File: config.mk
export PLATFORM = sky130hd
export DESIGN_NAME = saida_serial_fd
export DESIGN_NICKNAME = d
export VERILOG_FILES = /design/src/rtl/saida_serial_pkg.sv /design/src/rtl/tx_serial_7o1.sv /design/src/rtl/saida_serial_fd.sv
export SDC_FILE = /design/constraint.sdc
export NUM_CORES = 1
export LEC_CHECK = 0
export CORE_MARGIN = 3
export CORE_UTILIZATION = 35
export DETAILED_ROUTE_END_ITERATION = 10
export HOLD_SLACK_MARGIN = 0.15
export PLACE_DENSITY = 0.62
export RECOVER_POWER = 100
export SLEW_MARGIN = 10
export SYNTH_ARGS = -nofsm -noshare
export SYNTH_HDL_FRONTEND = slang
export SYNTH_SLANG_ARGS = --single-unit
File: constraint.sdc
create_clock -name clock -period 1.7 [get_ports clock]
set_input_delay 0.255 -clock clock [delete_from_list [all_inputs] [get_ports clock]]
set_output_delay 0.255 -clock clock [all_outputs]
set_load 0.01 [all_outputs]
File: src/rtl/saida_serial_pkg.sv
// saida_serial_pkg -- shared types, constants and helpers for the serial
// output stage (saida_serial_fd and its transmitter tx_serial_7o1).
//
// Configuration macro: SAIDA_SERIAL_PARITY_EN
//   defined   : frame = start, d0..d6, odd parity, stop (10 bits)
//   undefined : frame = start, d0..d6, stop (9 bits)
package saida_serial_pkg;

    typedef enum logic [1:0] {
        IDLE = 2'b00,
        TX   = 2'b01,
        DONE = 2'b10
    } state_t;

    localparam logic [1:0] SEL_D2   = 2'b00;
    localparam logic [1:0] SEL_D1   = 2'b01;
    localparam logic [1:0] SEL_D0   = 2'b10;
    localparam logic [1:0] SEL_HASH = 2'b11;

    localparam logic [6:0] ASCII_ZERO = 7'h30;
    localparam logic [6:0] ASCII_A    = 7'h41;
    localparam logic [6:0] ASCII_HASH = 7'h23;

    // Index of the stop bit, i.e. the last bit of a frame (start is bit 0).
`ifdef SAIDA_SERIAL_PARITY_EN
    localparam logic [3:0] LAST_BIT = 4'd9;
`else
    localparam logic [3:0] LAST_BIT = 4'd8;
`endif

    // Hex digit to 7-bit ASCII: 0-9 -> '0'-'9', 10-15 -> 'A'-'F'.
    function automatic logic [6:0] nibble_to_ascii(input logic [3:0] nib);
        logic [6:0] code;
        if (nib < 4'd10) begin
            code = ASCII_ZERO + {3'b000, nib};
        end else begin
            code = ASCII_A + {3'b000, nib} - 7'd10;
        end
        return code;
    endfunction

    // Odd parity: the returned bit makes the total count of ones odd.
    function automatic logic odd_parity(input logic [6:0] data);
        return ~(^data);
    endfunction

    // Bits that follow the start bit, LSB first. Without parity the extra
    // top bit is a spare stop level that is never shifted out.
    function automatic logic [8:0] frame_tail(input logic [6:0] data);
`ifdef SAIDA_SERIAL_PARITY_EN
        return {1'b1, odd_parity(data), data};
`else
        return {1'b1, 1'b1, data};
`endif
    endfunction

endpackage

File: src/rtl/tx_serial_7o1.sv
// tx_serial_7o1 -- generic 7-bit asynchronous serial transmitter.
//
// Ports:
//   clock        in   system clock, rising edge
//   reset        in   asynchronous active-low reset
//   partida      in   start request, sampled while idle (level)
//   dado[6:0]    in   character to send, latched when the frame starts
//   saida_serial out  registered TX line, idle high
//   pronto       out  one-cycle pulse after the stop bit
//
// Parameter BAUD_DIV: clock cycles per serial bit (>= 1).
// Parity bit present only when SAIDA_SERIAL_PARITY_EN is defined.
module tx_serial_7o1
    import saida_serial_pkg::*;
#(
    parameter int BAUD_DIV = 1
) (
    input  logic       clock,
    input  logic       reset,
    input  logic       partida,
    input  logic [6:0] dado,
    output logic       saida_serial,
    output logic       pronto
);

    localparam int CW = (BAUD_DIV > 1) ? $clog2(BAUD_DIV) : 1;
    localparam logic [CW-1:0] BAUD_LAST = CW'(BAUD_DIV - 1);
    localparam logic [CW-1:0] BAUD_ONE  = CW'(32'd1);
    localparam logic [CW-1:0] BAUD_ZERO = CW'(32'd0);

    state_t        state_r;
    logic [8:0]    shift_r;
    logic [3:0]    bit_cnt_r;
    logic [CW-1:0] baud_cnt_r;
    logic          saida_r;
    logic          pronto_r;

    // Frame sequencer: state, counters, shift register and registered outputs.
    always_ff @(posedge clock or negedge reset) begin
        if (!reset) begin
            state_r    <= IDLE;
            shift_r    <= 9'd0;
            bit_cnt_r  <= 4'd0;
            baud_cnt_r <= BAUD_ZERO;
            saida_r    <= 1'b1;
            pronto_r   <= 1'b0;
        end else begin
            case (state_r)
                // DONE also samples partida so that a held request restarts
                // right after the single DONE (idle-high) cycle.
                IDLE, DONE: begin
                    pronto_r   <= 1'b0;
                    bit_cnt_r  <= 4'd0;
                    baud_cnt_r <= BAUD_ZERO;
                    if (partida) begin
                        shift_r <= frame_tail(dado);
                        saida_r <= 1'b0;
                        state_r <= TX;
                    end else begin
                        saida_r <= 1'b1;
                        state_r <= IDLE;
                    end
                end
                // bit_cnt_r is the index of the bit currently on the line.
                TX: begin
                    if (baud_cnt_r == BAUD_LAST) begin
                        baud_cnt_r <= BAUD_ZERO;
                        if (bit_cnt_r == LAST_BIT) begin
                            bit_cnt_r <= 4'd0;
                            saida_r   <= 1'b1;
                            pronto_r  <= 1'b1;
                            state_r   <= DONE;
                        end else begin
                            bit_cnt_r <= bit_cnt_r + 4'd1;
                            saida_r   <= shift_r[0];
                            shift_r   <= {1'b1, shift_r[8:1]};
                        end
                    end else begin
                        baud_cnt_r <= baud_cnt_r + BAUD_ONE;
                    end
                end
                default: begin
                    state_r    <= IDLE;
                    shift_r    <= 9'd0;
                    bit_cnt_r  <= 4'd0;
                    baud_cnt_r <= BAUD_ZERO;
                    saida_r    <= 1'b1;
                    pronto_r   <= 1'b0;
                end
            endcase
        end
    end

    assign saida_serial = saida_r;
    assign pronto       = pronto_r;

endmodule

File: src/rtl/saida_serial_fd.sv
// saida_serial_fd -- serial output stage datapath.
// Picks one of three packed hex digits (or '#'), converts it to ASCII and
// hands it to the UART transmitter.
//
// Ports:
//   clock             in   system clock, rising edge
//   reset             in   asynchronous active-low reset
//   proximo           in   send request (level, sampled while idle)
//   selecao_mux[1:0]  in   00 dados[11:8], 01 dados[7:4], 10 dados[3:0], 11 '#'
//   dados[11:0]       in   three packed 4-bit digits, most significant first
//   saida_serial      out  UART TX line, idle high
//   serial_pronto     out  one-cycle pulse when a frame completes
//
// Parameter BAUD_DIV: clock cycles per serial bit (>= 1).
// Configuration macro SAIDA_SERIAL_PARITY_EN adds the odd parity bit.
module saida_serial_fd
    import saida_serial_pkg::*;
#(
    parameter int BAUD_DIV = 1
) (
    input  logic        clock,
    input  logic        reset,
    input  logic        proximo,
    input  logic [1:0]  selecao_mux,
    input  logic [11:0] dados,
    output logic        saida_serial,
    output logic        serial_pronto
);

    logic [6:0] ascii_s;

    // Character select and hex-to-ASCII conversion; the transmitter latches
    // the result, so later input changes do not affect a frame in flight.
    always_comb begin
        ascii_s = ASCII_HASH;
        case (selecao_mux)
            SEL_D2:   ascii_s = nibble_to_ascii(dados[11:8]);
            SEL_D1:   ascii_s = nibble_to_ascii(dados[7:4]);
            SEL_D0:   ascii_s = nibble_to_ascii(dados[3:0]);
            SEL_HASH: ascii_s = ASCII_HASH;
            default:  ascii_s = ASCII_HASH;
        endcase
    end

    tx_serial_7o1 #(
        .BAUD_DIV (BAUD_DIV)
    ) u_tx (
        .clock        (clock),
        .reset        (reset),
        .partida      (proximo),
        .dado         (ascii_s),
        .saida_serial (saida_serial),
        .pronto       (serial_pronto)
    );

endmodule

==> summary.md <==
The run finished with clean final reports. The logs give 0.658 nW for the static leakage and 0.794 for the global placement routability congestion. The critical path in this run is classified as in -> reg. The floorplan has 19 rows. The die outline height is 62.0 um. Buffers inserted to repair hold after CTS numbered 0.

The actual slew at the worst max-slew pin came out at 848 ps. The iteration-0 DRC count of the detailed router is 38. Final layout net count: 185. At the worst endpoint, the arrival time is 1770 ps. The wire length of the first global-routing pass came out at 3990 um. TritonCTS built the clock tree.

The worst setup path is launched from a primary input. The total CTS buffers came out at 3. The number of flops mapped to enable cells by yosys is 0. For the number of vias after detailed routing, the log shows 1019. The number of max-slew violations in the final report is 0. The power per unit of standard cell area is 1100 nW/um2, and the remaining max-slew budget at the tightest pin is 43.5%. After synthesis the cells add up to 1100 um2. Setup repair after global routing left no endpoint under its margin. The total overflow left after global routing is 0. Derived from the worst setup path, the maximum achievable clock frequency is 623 MHz. The final standard cell area without fillers is 1450 um2. The tools report the full die area as 3850 um2. Before CTS, the worst setup slack after placement is -276 ps. For this design the top-level I/O count stands at 19. The reported max-cap violation count came out at 0. Clock tree synthesis selected as its root buffer the cell clkbuf_4. The die is 62.0 um wide.

The worst stage delay on the critical path is 470 ps, and the post-synthesis area per instance is 8.58 um2. The number of remaining DRC errors is 0. The hold violation total from the final report was 0; the signed area change from the synthesized netlist to the final layout was 32.3%. Placement-stage cell area: 1410 um2. Of the post-synthesis cell area, the dominant cell type holds 34.2%.

After clock tree synthesis, the clock-pin slew on the worst setup and hold paths is 100 ps. The total of warnings raised by yosys was 0; the antenna diode count was 0. The synthesized instance count is 128. The pre-antenna-repair detailed-routing pass consisted of 4 iterations. The tools report the sort of element at the end of the critical path as a flip-flop. The share of layout cells above drive strength 1 works out to 16.7%. The initial antenna violation count was 0.

In this run the worst path has a maximum fanout of 3. In the routed layout, each cell is associated on average with a via count of 5.00. Once the floorplan was initialized, standard cells occupied 38.2% of the core.

After layout, the minimum clock period comes to 1600 ps. The number of synthesized register bits works out to 16. The maximum number of pins on one net before global-route repair is 17, and the clock net sink count is 16. The number of global-route vias before repair came out at 979. Setup slack closes at 95.1 ps. In this run the deepest clock path goes through 2 buffers. The synthesized netlist contains 35 unique library cells. Counting flops with an async set or reset pin after synthesis yields a share of 100%. The most frequently used flop master after synthesis was dfrtp_1. The part of the cycle the worst path needs is 94.4%, and the count of buffers inserted at the top-level ports is 18. Among all stages on the critical path, the largest delay is contributed by clkdlybuf4s50_1. The largest total area in the synthesized netlist belongs to dfrtp_1. The signal on the critical path passes through clkdlybuf4s50_1 -> inv_1 -> ha_2 -> and4b_1 -> a211oi_2 -> a2111oi_1 -> a311oi_1 -> o31ai_1. For the total routed wirelength, the log shows 2570 um. The setup-violating endpoint count in the final report is 0, and the clock insertion delay at the later pin of the skew report is 280 ps.

The total area inside the core boundary comes to 2880 um2. The logs give 2080 um for the post-detailed-placement half-perimeter wirelength and 1870 ps for the required time at the endpoint of the critical path. Across the VDD grid, the largest voltage drop is 0.368 mV. The number of levels in the clock H-tree is 1. When the netlist entered floorplanning its net count stood at 150. Sorting the synthesized cells by area gives the leading types as dfrtp_1 (34%), ha_1 (5.7%), inv_1 (4.8%), nand2_1 (4.8%), a21oi_1 (4.1%). Across the routed clock network, the largest skew measured is 9.13 ps. The worst hold path belongs to the class reg -> reg. The count of nets left with antenna violations once routing finished came out at 0.

Buffers added to address setup during post-CTS repair amount to 0. Across every metal layer, demand over resource in global routing totals 13.8%. In the final routed layout, each cell accounts on average for 12.6 um. The sequential area share after synthesis came out at 36.6%.
[timing repair]
item | in CTS | in global routing
resized for setup | 0 | 5
hold endpoints to repair | 0 | 0
setup endpoints to repair | 0 | 2
[worst max-delay path, delay by kind of cell]
kind                     cells  cell delay (ps)
adder cells (fa/ha/maj)      1              180
buffers and inverters        2              530
AND/OR/NAND/NOR              1              190
AO/OA/AOI/OAI                4              620
[kinds of logic (layout without fill, tap and decap cells)]
logic type,Yosys count,count (layout),synth area share [%]
mux,1,1,1.02
compound gates,41,41,24.6
fa+ha+maj,5,5,5.69
xor+xnor,5,5,3.99
buf+inv,18,52,8.88
simple gates,42,42,19.2
flops,16,16,36.6
[stage by stage]
| step | hold WS, ps | power (mW) | TNS [ps] | utilization [%] | std cells |
|---|---|---|---|---|---|
| 2_1_floorplan | -40.6 | 1.15 | 0 | - | 128 |
| 3_3_place_gp | 477 | 1.34 | -673 | 48.9 | 200 |
| 3_5_place_dp | 480 | 1.37 | -924 | 48.9 | 200 |
| 4_1_cts | 280 | 1.62 | 0 | 50.2 | 204 |
| 5_1_grt | 520 | 1.73 | 0 | 50.5 | 204 |
| 6_report | 496 | 1.60 | 0 | 50.5 | 204 |
[flip-flops by register name, indices dropped and copies added, names as in the netlist]
name / cells
u_tx.bit_cnt_r: 4
u_tx.pronto: 1
u_tx.saida_serial: 1
u_tx.shift_r: 9
u_tx.state_r: 1
[final timing paths]
kind	startpoint	to	slack, ps	cells after the start
min in group asynchronous	reset	u_tx.pronto	580	2
min reg2reg	u_tx.bit_cnt_r[0]	u_tx.bit_cnt_r[0]	500	1
max in group asynchronous	reset	u_tx.shift_r[3]	590	2
max	dados[9]	u_tx.shift_r[2]	100	8
min	u_tx.bit_cnt_r[0]	u_tx.bit_cnt_r[0]	500	1
max reg2reg	u_tx.bit_cnt_r[0]	u_tx.shift_r[5]	140	7
[final cells by class]
class	count	area [um2]
clock buffer	4	36.3
fill	282	1420
inverter	14	52.6
multi-input combinational	94	612
sequential	16	402
tap	42	52.6
timing repair buffer	34	299
[report_power, final]
group,total (mW),internal [mW],switching [mW]
Sequential,0.669,0.556,0.112
Combinational,0.686,0.347,0.339
Clock,0.245,0.130,0.115
Total,1.60,1.03,0.566
[metal layers]
layer  vias to the layer above  part of all wire (%)  routed length, um  global-route usage [%]
met1                       482                    45               1160                    17.2
met5                         -                     0                  0                       0
met4                         0                   1.1                 27                    4.85
met3                         2                   2.1                 54                   0.620
li1                        520                     -                  -                       -
met2                        15                    52               1330                    25.1
[Yosys cell counts, drive strengths merged, types with 3 or more instances]
cell type and n:
xnor2 4, dfrtp 15, buf 4, nor2 9
o211ai 5, nand3 3, nand2b 3, nand2 14
ha 5, a31oi 5, o21ai 8, inv 14
nor2b 6, a21oi 10
[cell usage in the layout, fill, tap and decap left out, drive strengths merged, types with 6 or more instances in the layout]
| master | n |
|---|---|
| a21oi | 10 |
| buf | 15 |
| clkdlybuf4s50 | 15 |
| dfrtp | 15 |
| inv | 14 |
| nand2 | 14 |
| nor2 | 9 |
| nor2b | 6 |
| o21ai | 8 |
(Power assumes the default switching activity.)
